## src/rtl/fwd_hazard_unit.sv

```systemverilog
// EX operand forwarding select and load-use stall detection against a two-entry MEM/WB shadow pipe.
// Zero-latency combinational outputs; stall is the only backpressure, one cycle per load-use hazard.
module fwd_hazard_unit #(
  parameter logic [4:0]  LOAD_OPC = 5'b10001,
  parameter logic [2:0]  LINK_REG = 3'd7,
  parameter int unsigned CNT_W    = 16
) (
  input  logic             clk,
  input  logic             rst,
  input  logic [15:0]      ex_instr,
  input  logic             ex_valid,
  input  logic             ex_regwrt,
  input  logic [2:0]       rs,
  input  logic [2:0]       rt,
  input  logic             rs_v,
  input  logic             rt_v,
  input  logic [2:0]       id_rs,
  input  logic [2:0]       id_rt,
  input  logic             id_rs_v,
  input  logic             id_rt_v,
  output logic [1:0]       forward_A,
  output logic [1:0]       forward_B,
  output logic             stall,
  output logic [CNT_W-1:0] stall_count
);

  logic [4:0] op;
  logic       dec_wr;
  logic [2:0] dec_rd;
  logic       ex_wr;
  logic       ex_ld;

  logic       mem_v;
  logic [2:0] mem_rd;
  logic       mem_ld;
  logic       wb_v;
  logic [2:0] wb_rd;

  // Low instruction bits never name a destination.
  logic       unused_bits;
  assign unused_bits = ^ex_instr[1:0];

  assign op = ex_instr[15:11];

  always_comb begin
    dec_wr = 1'b1;
    dec_rd = 3'd0;
    casez (op)
      5'b1101?, 5'b111??, 5'b11001: dec_rd = ex_instr[4:2];
      5'b010??, 5'b101??, 5'b10001: dec_rd = ex_instr[7:5];
      5'b10011, 5'b11000, 5'b10010: dec_rd = ex_instr[10:8];
      5'b0011?:                     dec_rd = LINK_REG;
      default:                      dec_wr = 1'b0;
    endcase
  end

  assign ex_wr = ex_valid & ex_regwrt & dec_wr;
  assign ex_ld = ex_wr & (op == LOAD_OPC);

  always_ff @(posedge clk or negedge rst) begin
    if (!rst) begin
      mem_v  <= 1'b0;
      mem_rd <= 3'd0;
      mem_ld <= 1'b0;
      wb_v   <= 1'b0;
      wb_rd  <= 3'd0;
    end else begin
      mem_v  <= ex_wr;
      mem_rd <= dec_rd;
      mem_ld <= ex_ld;
      wb_v   <= mem_v;
      wb_rd  <= mem_rd;
    end
  end

  // A load in MEM only has its address on the ALU bus, so it is skipped and WB is consulted instead.
  assign forward_A = (rs_v & mem_v & ~mem_ld & (rs == mem_rd)) ? 2'b10 :
                     (rs_v & wb_v  & (rs == wb_rd))            ? 2'b01 : 2'b00;
  assign forward_B = (rt_v & mem_v & ~mem_ld & (rt == mem_rd)) ? 2'b10 :
                     (rt_v & wb_v  & (rt == wb_rd))            ? 2'b01 : 2'b00;

  assign stall = rst & ex_ld & ((id_rs_v & (id_rs == dec_rd)) | (id_rt_v & (id_rt == dec_rd)));

  always_ff @(posedge clk or negedge rst) begin
    if (!rst) begin
      stall_count <= '0;
    end else if (stall && (stall_count != {CNT_W{1'b1}})) begin
      stall_count <= stall_count + {{(CNT_W-1){1'b0}}, 1'b1};
    end
  end

endmodule

```

## config.mk

```make
export PLATFORM = sky130hd
export DESIGN_NAME = fwd_hazard_unit
export DESIGN_NICKNAME = d
export VERILOG_FILES = /design/src/rtl/fwd_hazard_unit.sv
export SDC_FILE = /design/constraint.sdc
export NUM_CORES = 1
export LEC_CHECK = 0
export ABC_AREA = 1
export CORE_ASPECT_RATIO = 0.8
export CORE_MARGIN = 5
export CORE_UTILIZATION = 40
export CTS_CLUSTER_DIAMETER = 40
export DETAILED_ROUTE_END_ITERATION = 7
export HOLD_SLACK_MARGIN = 0.06
export PLACE_DENSITY = 0.82
export SKIP_LAST_GASP = 1
export SLEW_MARGIN = 15
export SYNTH_ARGS = -nofsm -noshare
export SYNTH_HDL_FRONTEND = slang
export SYNTH_SLANG_ARGS = --single-unit
```

## constraint.sdc

```tcl
create_clock -name clk -period 2.2 [get_ports clk]
set_clock_uncertainty 0.2 [all_clocks]
set_input_delay 0.44 -clock clk [delete_from_list [all_inputs] [get_ports clk]]
set_output_delay 0.44 -clock clk [all_outputs]
set_load 0.02 [all_outputs]
```

Yosys cells after proc, flatten, opt, wreduce, memory -nomap -nowiden

Cells that the tools add are included.

Muxes and demuxes: 6
Equality and inequality tests: 17
Reduce and logical (&&, ||, !) cells: 5
Bitwise gates (word level): 19
$add $sub $neg: 1

Operator list:

| cell                    | number |
|---|---|
| $eq A5 B5 Y1 const B    | 5 |
| $eq A3 B3 Y1            | 6 |
| $and A1 B1 Y1           | 17 |
| $add A16 B1 Y16 const B | 1 |
| $ne A16 B16 Y1 const B  | 1 |
| $pmux W3 S4             | 1 |
| $reduce_or A10 Y1       | 1 |
| $reduce_or A3 Y1        | 3 |
| $eq A3 B3 Y1 const B    | 2 |
| $eq A4 B2 Y1 const B    | 1 |
| $eq A4 B4 Y1 const B    | 1 |
| $mux W2                 | 2 |
| $eq A3 B2 Y1 const B    | 1 |
| $mux W1                 | 3 |
| $logic_and A1 B1 Y1     | 1 |
| $not A1 Y1              | 1 |
| $or A1 B1 Y1            | 1 |

Output and inout port bits: 21
Bits in registers: 25
Input bits: 36

Logic depth before layout (Yosys ltp)

Gate-level depths: netlist (run 1).

Depth after elaboration: 8
Depth in mapped cells: 18
Gate-level depth less buffers: 17

Worst setup path before layout (run 1)

No wires, ideal clock.

Kind: input to output
Start point: input ex_instr[15]
End point: output stall
Cell stages on the path: 7
Data required time: 1560 ps
Arrival time: 2005 ps
Slack: -445 ps
Cells stage by stage: buf_6 nor3_4 nor2_1 nand2_2 nand3_2 nor3b_4 a21boi_0

Longest elaborated chain between the ends: 7
Elaborated cells on any way between the ends: 25
Those cells by class: eq/ne (12); mux (2); bitwise (7); reduce/logical (4)

Ends and longest elaborated chain:

| item                                                 | RTL line | text |
|---|---|---|
| start: declaration                                   | 10       | `input logic [15:0] ex_instr,` |
| $eq A5 B5 Y1, or another cell as far along           | 48       | `casez (op)` |
| $reduce_or A3 Y1, or another cell as far along       | 48       |  |
| $pmux W3 S4 / $mux W1 (equally long branches)        | 48       |  |
| $eq A3 B3 Y1 / $and A1 B1 Y1 (equally long branches) | 82, 57   |  |
| $and A1 B1 Y1 (on tied branches)                     | 82, 58   |  |
| $or A1 B1 Y1 / $and A1 B1 Y1 (equally long branches) | 82       | `assign stall = rst & ex_ld & ((id_rs_v & (id_rs == dec_rd)) \| (id_rt_v & (id_rt == dec_rd)));` |
| $and A1 B1 Y1 *                                      | 82       |  |
| end: declaration                                     | 23       | `output logic stall,` |

Every way passes the cells marked *; elsewhere a longest branch is shown, timed or not.

Worst setup path after layout (run 1)

Start point: input ex_instr[13]
End point: output stall

Same word-level chain as after synthesis.

==> impl_metrics.tcl, run 1 <==
set metrics [dict create \
    slew_headroom_pct 55.8 \
    insertion_delay_ns 0.26 \
    gp_congestion 0.930 \
    ir_drop_uv 279 \
    netlist_area_um2 1850 \
    maxSlewViolCount 0 \
    die_h_um 70.9 \
    path_class "in2out" \
    core_area_um2 4540 \
    final_core_util_pct 63.3 \
    syn_nets 291 \
    initial_core_util_pct 40.8 \
    end_kind "output pin" \
    synth_top_flop_cell "dfrtp_1" \
    tightest_slew_ns 0.657 \
    synth_cell_type_count 26 \
    holdPathStages 0 \
    fillers 393 \
    status "finished with violations" \
    pwr_density_cell_nw_per_um2 368 \
    synth-seq-cells 25 \
    antenna_found_initial 0 \
    grt_pass1_wl_um 8690 \
    row_count 22 \
    path_max_fanout 5 \
    synth-edff-count 0 \
    drt_wl_total_um 5340 \
    setup_viol_count_final 2 \
    htreeDepth 1 \
    netlist.top_cell.by_area "dfrtp_1" \
    worstRegToRegCells 7 \
    gr-total-overflow 0 \
    timing.rr.start "stall_count[6]" \
    cts_buffers 3 \
    synthArstFlopShare_pct 100 \
    clock_sinks 25 \
    total_power_mw 1.06 \
    synthTopCellsByCount "nand2_1, inv_1, dfrtp_1, nand4_1, nand3_1" \
    grt_pass1_vias 2045 \
    hold_path_startpoint "mem_v" \
    synthTopCellsByArea "dfrtp_1, nand2_1, xor2_1, nand4_1, inv_1" \
    hold_viol 0 \
    root_buffer "clkbuf_8" \
    grt_max_degree 26 \
    worst_setup_path_start_kind "primary input" \
    hold_path.class "reg2reg" \
    yosysSeqAreaShare_pct 33.8 \
    rsz0062_at_grt "true" \
    drc_errors 0 \
    fmax_mhz 400 \
    hpwlAfterDp_um 3970 \
    cts_tree "built" \
    die-width_um 86.1 \
    period_minus_slack_ns 2.50 \
    num_vias 2006 \
    critPathArrivalTime_ns 1.86 \
    n_antenna_cell 0 \
    synth_most_common_cell "nand2_1" \
    via_per_inst 5.05 \
    power.leakage_nw 1.35 \
    final_net_count 375 \
    layout-drive-gt1-share_pct 26.1 \
    layout_setup_ws_ns -0.300 \
    clockBufferDepth 2 \
    period_share_pct 114 \
    wire_per_inst_um 13.5 \
    rrSetupSlack_ns 0.15 \
    synth_top_area_share_pct 33.8 \
    route.antenna.remaining_nets 0 \
    firstDrtPassIters 4 \
    violations "setup timing" \
    die-area_um2 6100 \
    grt_usage_pct 17.3 \
    hold_buffers 0 \
    synthCells 254 \
    cap_viol_max_count 0 \
    clkTransAtPathRegs_ns 0.08 \
    min_to "wb_v" \
    syn_area_per_cell_um2 7.29 \
    r2r-end "stall_count[15]" \
    critPathRequiredTime_ns 1.56 \
    yosys_warnings 0 \
    portBuffers 54 \
    num_io_pins 57 \
    syn2layout_area_growth_pct 55.1 \
    drt_iter0_drc 150 \
]
==> cell usage in the layout (no fill, tap or decap), types with 2 or more instances in the layout <==
master	Yosys	routed
nor2_4	0	3
clkdlybuf4s50_1	0	37
nand2_1	76	69
dlygate4sd2_1	0	4
buf_6	2	5
nand4_1	21	21
nor3_2	0	2
inv_1	28	27
a21oi_4	0	3
nand3_1	20	15
xnor2_1	5	5
nand3_4	1	3
nor2_2	2	3
buf_4	2	31
nand2_4	1	4
clkbuf_8	0	3
nand3_2	4	7
xor2_1	19	19
nor2_1	16	12
dlymetal6s2s_1	0	2
nand2_2	4	8
dfrtp_1	25	25
inv_2	4	3
buf_8	0	2
nor3_1	11	9
==> how the worst max path moves through the flow <==
stage | startpoint | endpoint | cells past startpoint
6_report | ex_instr[13] | stall | 12
5_1_grt | ex_instr[15] | stall | 13
4_1_cts | ex_instr[15] | stall | 13
3_5_place_dp | ex_instr[13] | stall | 14
3_3_place_gp | ex_instr[13] | stall | 12
2_1_floorplan | ex_instr[14] | stall | 8
==> per-stage QoR <==
step	setup WS, ns	setup TNS, ns	hold WS [ns]	instance area (µm²)	std cells
after floorplan	-0.135	-0.135	-0.0556	1900	254
after global placement	-1.18	-13.30	0.188	2670	387
after detailed placement	-1.26	-15.18	0.199	2670	387
after CTS	-0.239	-0.239	0.218	2830	396
after global routing	-0.385	-1.76	0.248	2870	397
final	-0.300	-0.309	0.216	2870	397
==> power by group <==
part / internal (mW) / total, mW / switching (mW)
clock network: 0.126 / 0.266 / 0.140
logic: 0.153 / 0.304 / 0.150
registers: 0.474 / 0.488 / 0.0137
total: 0.754 / 1.06 / 0.304
==> routing by layer <==
| metal | up-vias | GRT usage (%) | part of all wire, % |
|---|---|---|---|
| met3 | 16 | 3.49 | 5.9 |
| met2 | 68 | 29.9 | 50 |
| met5 | - | 0 | 0 |
| li1 | 993 | - | - |
| met1 | 929 | 20.8 | 42 |
| met4 | 0 | 7.03 | 2.8 |
==> sequential cells by signal, summed over array words and instances, names as in the netlist <==
| register | cells |
|---|---|
| mem_ld | 1 |
| mem_rd | 3 |
| mem_v | 1 |
| stall_count | 16 |
| wb_rd | 3 |
| wb_v | 1 |
==> final cells by class <==
cell class / count / area [µm²] / share of cell area, %
clock buffer: 3 / 41.3 / 1.44
tap: 60 / 75.1 / 2.61
clock inverter: 1 / 5.00 / 0.174
multi-input combinational: 192 / 1210 / 42.3
sequential: 25 / 626 / 21.8
inverter: 32 / 135 / 4.70
timing repair buffer: 84 / 776 / 27.0
==> worst max-delay path, cell delays in order <==
cell      delay [ns]
buf_6           0.12
nor2_4          0.16
nand3_2         0.12
nand3_4         0.16
a21oi_4         0.08
buf_4           0.14
nand3_1         0.06
nand2_1         0.06
nor2_2          0.11
nand2_2         0.09
a21boi_4        0.17
buf_6           0.13
==> cells by family after synthesis <==
kind of cell | Yosys count | synth area share (%)
xor+xnor | 24 | 11.4
flops | 25 | 33.8
fa+ha+maj | 1 | 0.676
compound gates | 6 | 2.70
buf+inv | 37 | 8.72
simple gates | 161 | 42.8
==> timing repair <==
item | CTS | global route
resized for setup | 85 | 10
setup endpoints to repair | 21 | 19
pin swaps | 25 | 15
setup buffers | 6 | 1
Power figures use the tool's default switching activity.
==> run 2, diff against run 1 <==
--- a/config.mk
+++ b/config.mk
@@ -12,7 +12,7 @@
 export CTS_CLUSTER_DIAMETER = 40
 export DETAILED_ROUTE_END_ITERATION = 7
 export HOLD_SLACK_MARGIN = 0.06
-export PLACE_DENSITY = 0.82
+export PLACE_DENSITY = 0.79
 export SKIP_LAST_GASP = 1
 export SLEW_MARGIN = 15
 export SYNTH_ARGS = -nofsm -noshare
==> constraint.sdc (replaced) <==
create_clock -name clk -period 3 [get_ports clk]
set_clock_uncertainty 0.2 [all_clocks]
set_input_delay 0.6 -clock clk [delete_from_list [all_inputs] [get_ports clk]]
set_output_delay 0.6 -clock clk [all_outputs]
set_load 0.02 [all_outputs]
==> run 2 against run 1 <==
  * The run now ends clean
  * Hold slack better by 0.0027 ns
  * Global-route usage is 1.9 points lower
  * Sequential power is 26% lower
  * Worst setup slack better by 0.30 ns
  * Critical path depth stayed put
  * Utilization is 3.1 points lower
==> impl_metrics.tcl, run 2 (synthesis results as in run 1) <==
set metrics [dict create \
    pre_cts_slack_ns -0.780 \
    worstRegToRegCells 7 \
    largestRegisters "stall_count (16), mem_rd (3), wb_rd (3)" \
    r2r-end "stall_count[7]" \
    hold_viol 0 \
    final_common_cell "nand2_1" \
    layout_setup_ws_ns 0.00456 \
    min_to "wb_v" \
    firstDrtPassIters 5 \
    clkTransAtPathRegs_ns 0.08 \
    timing.rr.start "stall_count[0]" \
    die-width_um 86.1 \
    clockBufferDepth 2 \
    core_area_um2 4540 \
    grt_usage_pct 15.3 \
    tightest_slew_ns 0.624 \
    gr-total-overflow 0 \
    die-area_um2 6100 \
    via_per_inst 5.02 \
    hold_buffers 0 \
    num_io_pins 57 \
    holdWs_ns 0.219 \
    maxSlewViolCount 0 \
    num_vias 1959 \
    critPathArrivalTime_ns 2.20 \
    insertion_delay_ns 0.27 \
    hpwlAfterDp_um 3740 \
    place_area_um2 2560 \
    final_net_count 368 \
    hold_path.class "reg2reg" \
    route.antenna.remaining_nets 0 \
    fin_area_um2 2730 \
    pwr_density_cell_nw_per_um2 279 \
    period_minus_slack_ns 3.00 \
    fin_setup_tns_ns 0 \
    n_antenna_cell 0 \
    row_count 22 \
    cap_viol_max_count 0 \
    drc_errors 0 \
    fmax_mhz 334 \
    setup_viol_count_final 0 \
    critPathRequiredTime_ns 2.20 \
    drt_iter0_drc 175 \
    cts_tree "built" \
    die_h_um 70.9 \
    grt_pass1_vias 1814 \
    drt_wl_total_um 5060 \
    clock_sinks 25 \
    grt_pass1_wl_um 7720 \
    gp_congestion 0.871 \
    antenna_found_initial 0 \
    portBuffers 54 \
    regMostFlops "stall_count" \
    total_power_mw 0.764 \
    period_share_pct 99.8 \
    status "finished, final reports clean" \
    slew_headroom_pct 58.3 \
    layout-drive-gt1-share_pct 20.0 \
    ir_drop_uv 185 \
    final_core_util_pct 60.2 \
    end_kind "output pin" \
    hold_path_startpoint "mem_v" \
    final_cells 390 \
    holdPathStages 0 \
    cts_buffers 3 \
    post-place-cells 381 \
    power.leakage_nw 1.29 \
    worst_setup_path_start_kind "primary input" \
    initial_core_util_pct 40.8 \
    final_cell_mix "nand2_1, clkdlybuf4s50_1, inv_1" \
    rrSetupSlack_ns 0.60 \
    path_class "in2out" \
    wire_per_inst_um 13.0 \
    root_buffer "clkbuf_8" \
    htreeDepth 1 \
    syn2layout_area_growth_pct 47.6 \
    largest_reg_flops 16 \
    grt_max_degree 26 \
    path_max_fanout 5 \
]
## run 2: cell types whose count changed in the layout (fill, tap and decap cells not counted), sizes merged
| cell | delta |
|---|---|
| buf | -15 |
| clkdlybuf4s15 | -2 |
| clkdlybuf4s50 | +7 |
| clkinvlp | +1 |
| clkinv | -1 |
| clkbuf | +3 |
## run 2: timing repair
action	in CTS	in global routing
resized for setup	18	28
cloned	0	1
setup buffers	0	4
pin swaps	0	12
setup endpoints to repair	5	1
## run 2: report_power, final
group / switching (mW) / leakage [nW] / total [mW] / internal (mW)
Clock: 0.111 / 0.0217 / 0.205 / 0.0940
Combinational: 0.0986 / 0.931 / 0.200 / 0.102
Sequential: 0.0108 / 0.339 / 0.359 / 0.348
Total: 0.220 / 1.29 / 0.764 / 0.544
## run 2: worst max path at each step
stage | depth (start not counted) | end | start | slack, ns
finish | 12 | stall | ex_instr[11] | 0.005
global route | 12 | stall | ex_instr[11] | -0.05
CTS | 13 | stall | ex_instr[15] | -0.17
detailed placement | 14 | stall | ex_instr[14] | -0.78
global placement | 14 | stall | ex_instr[13] | -0.77
floorplan | 7 | stall | ex_instr[15] | 0.03
## run 2: critical path, stage by stage
cell	delay, ns
dlymetal6s2s_1	0.14
buf_6	0.12
nor2_1	0.13
nand3_1	0.13
nand3_4	0.16
buf_6	0.11
nor2_1	0.04
nand2_2	0.11
nand3_4	0.08
nor3b_4	0.21
a21boi_4	0.22
buf_6	0.14
## run 2: final cells by class
class	count	area, µm²
Timing Repair Buffer	77	711
Inverter	32	120
Sequential cell	25	626
Clock buffer	3	41.3
Clock inverter	1	7.51
Tap cell	60	75.1
Fill cell	402	1810
Multi-Input combinational cell	192	1150
## run 2: routing by layer
layer  global-route usage [%]  share of wire (%)  vias up
li1                         -                  -      977
met3                     1.98                5.3       10
met2                     25.7                 47       65
met4                     4.57                2.2        0
met1                     20.6                 45      907
met5                        0                  0        -
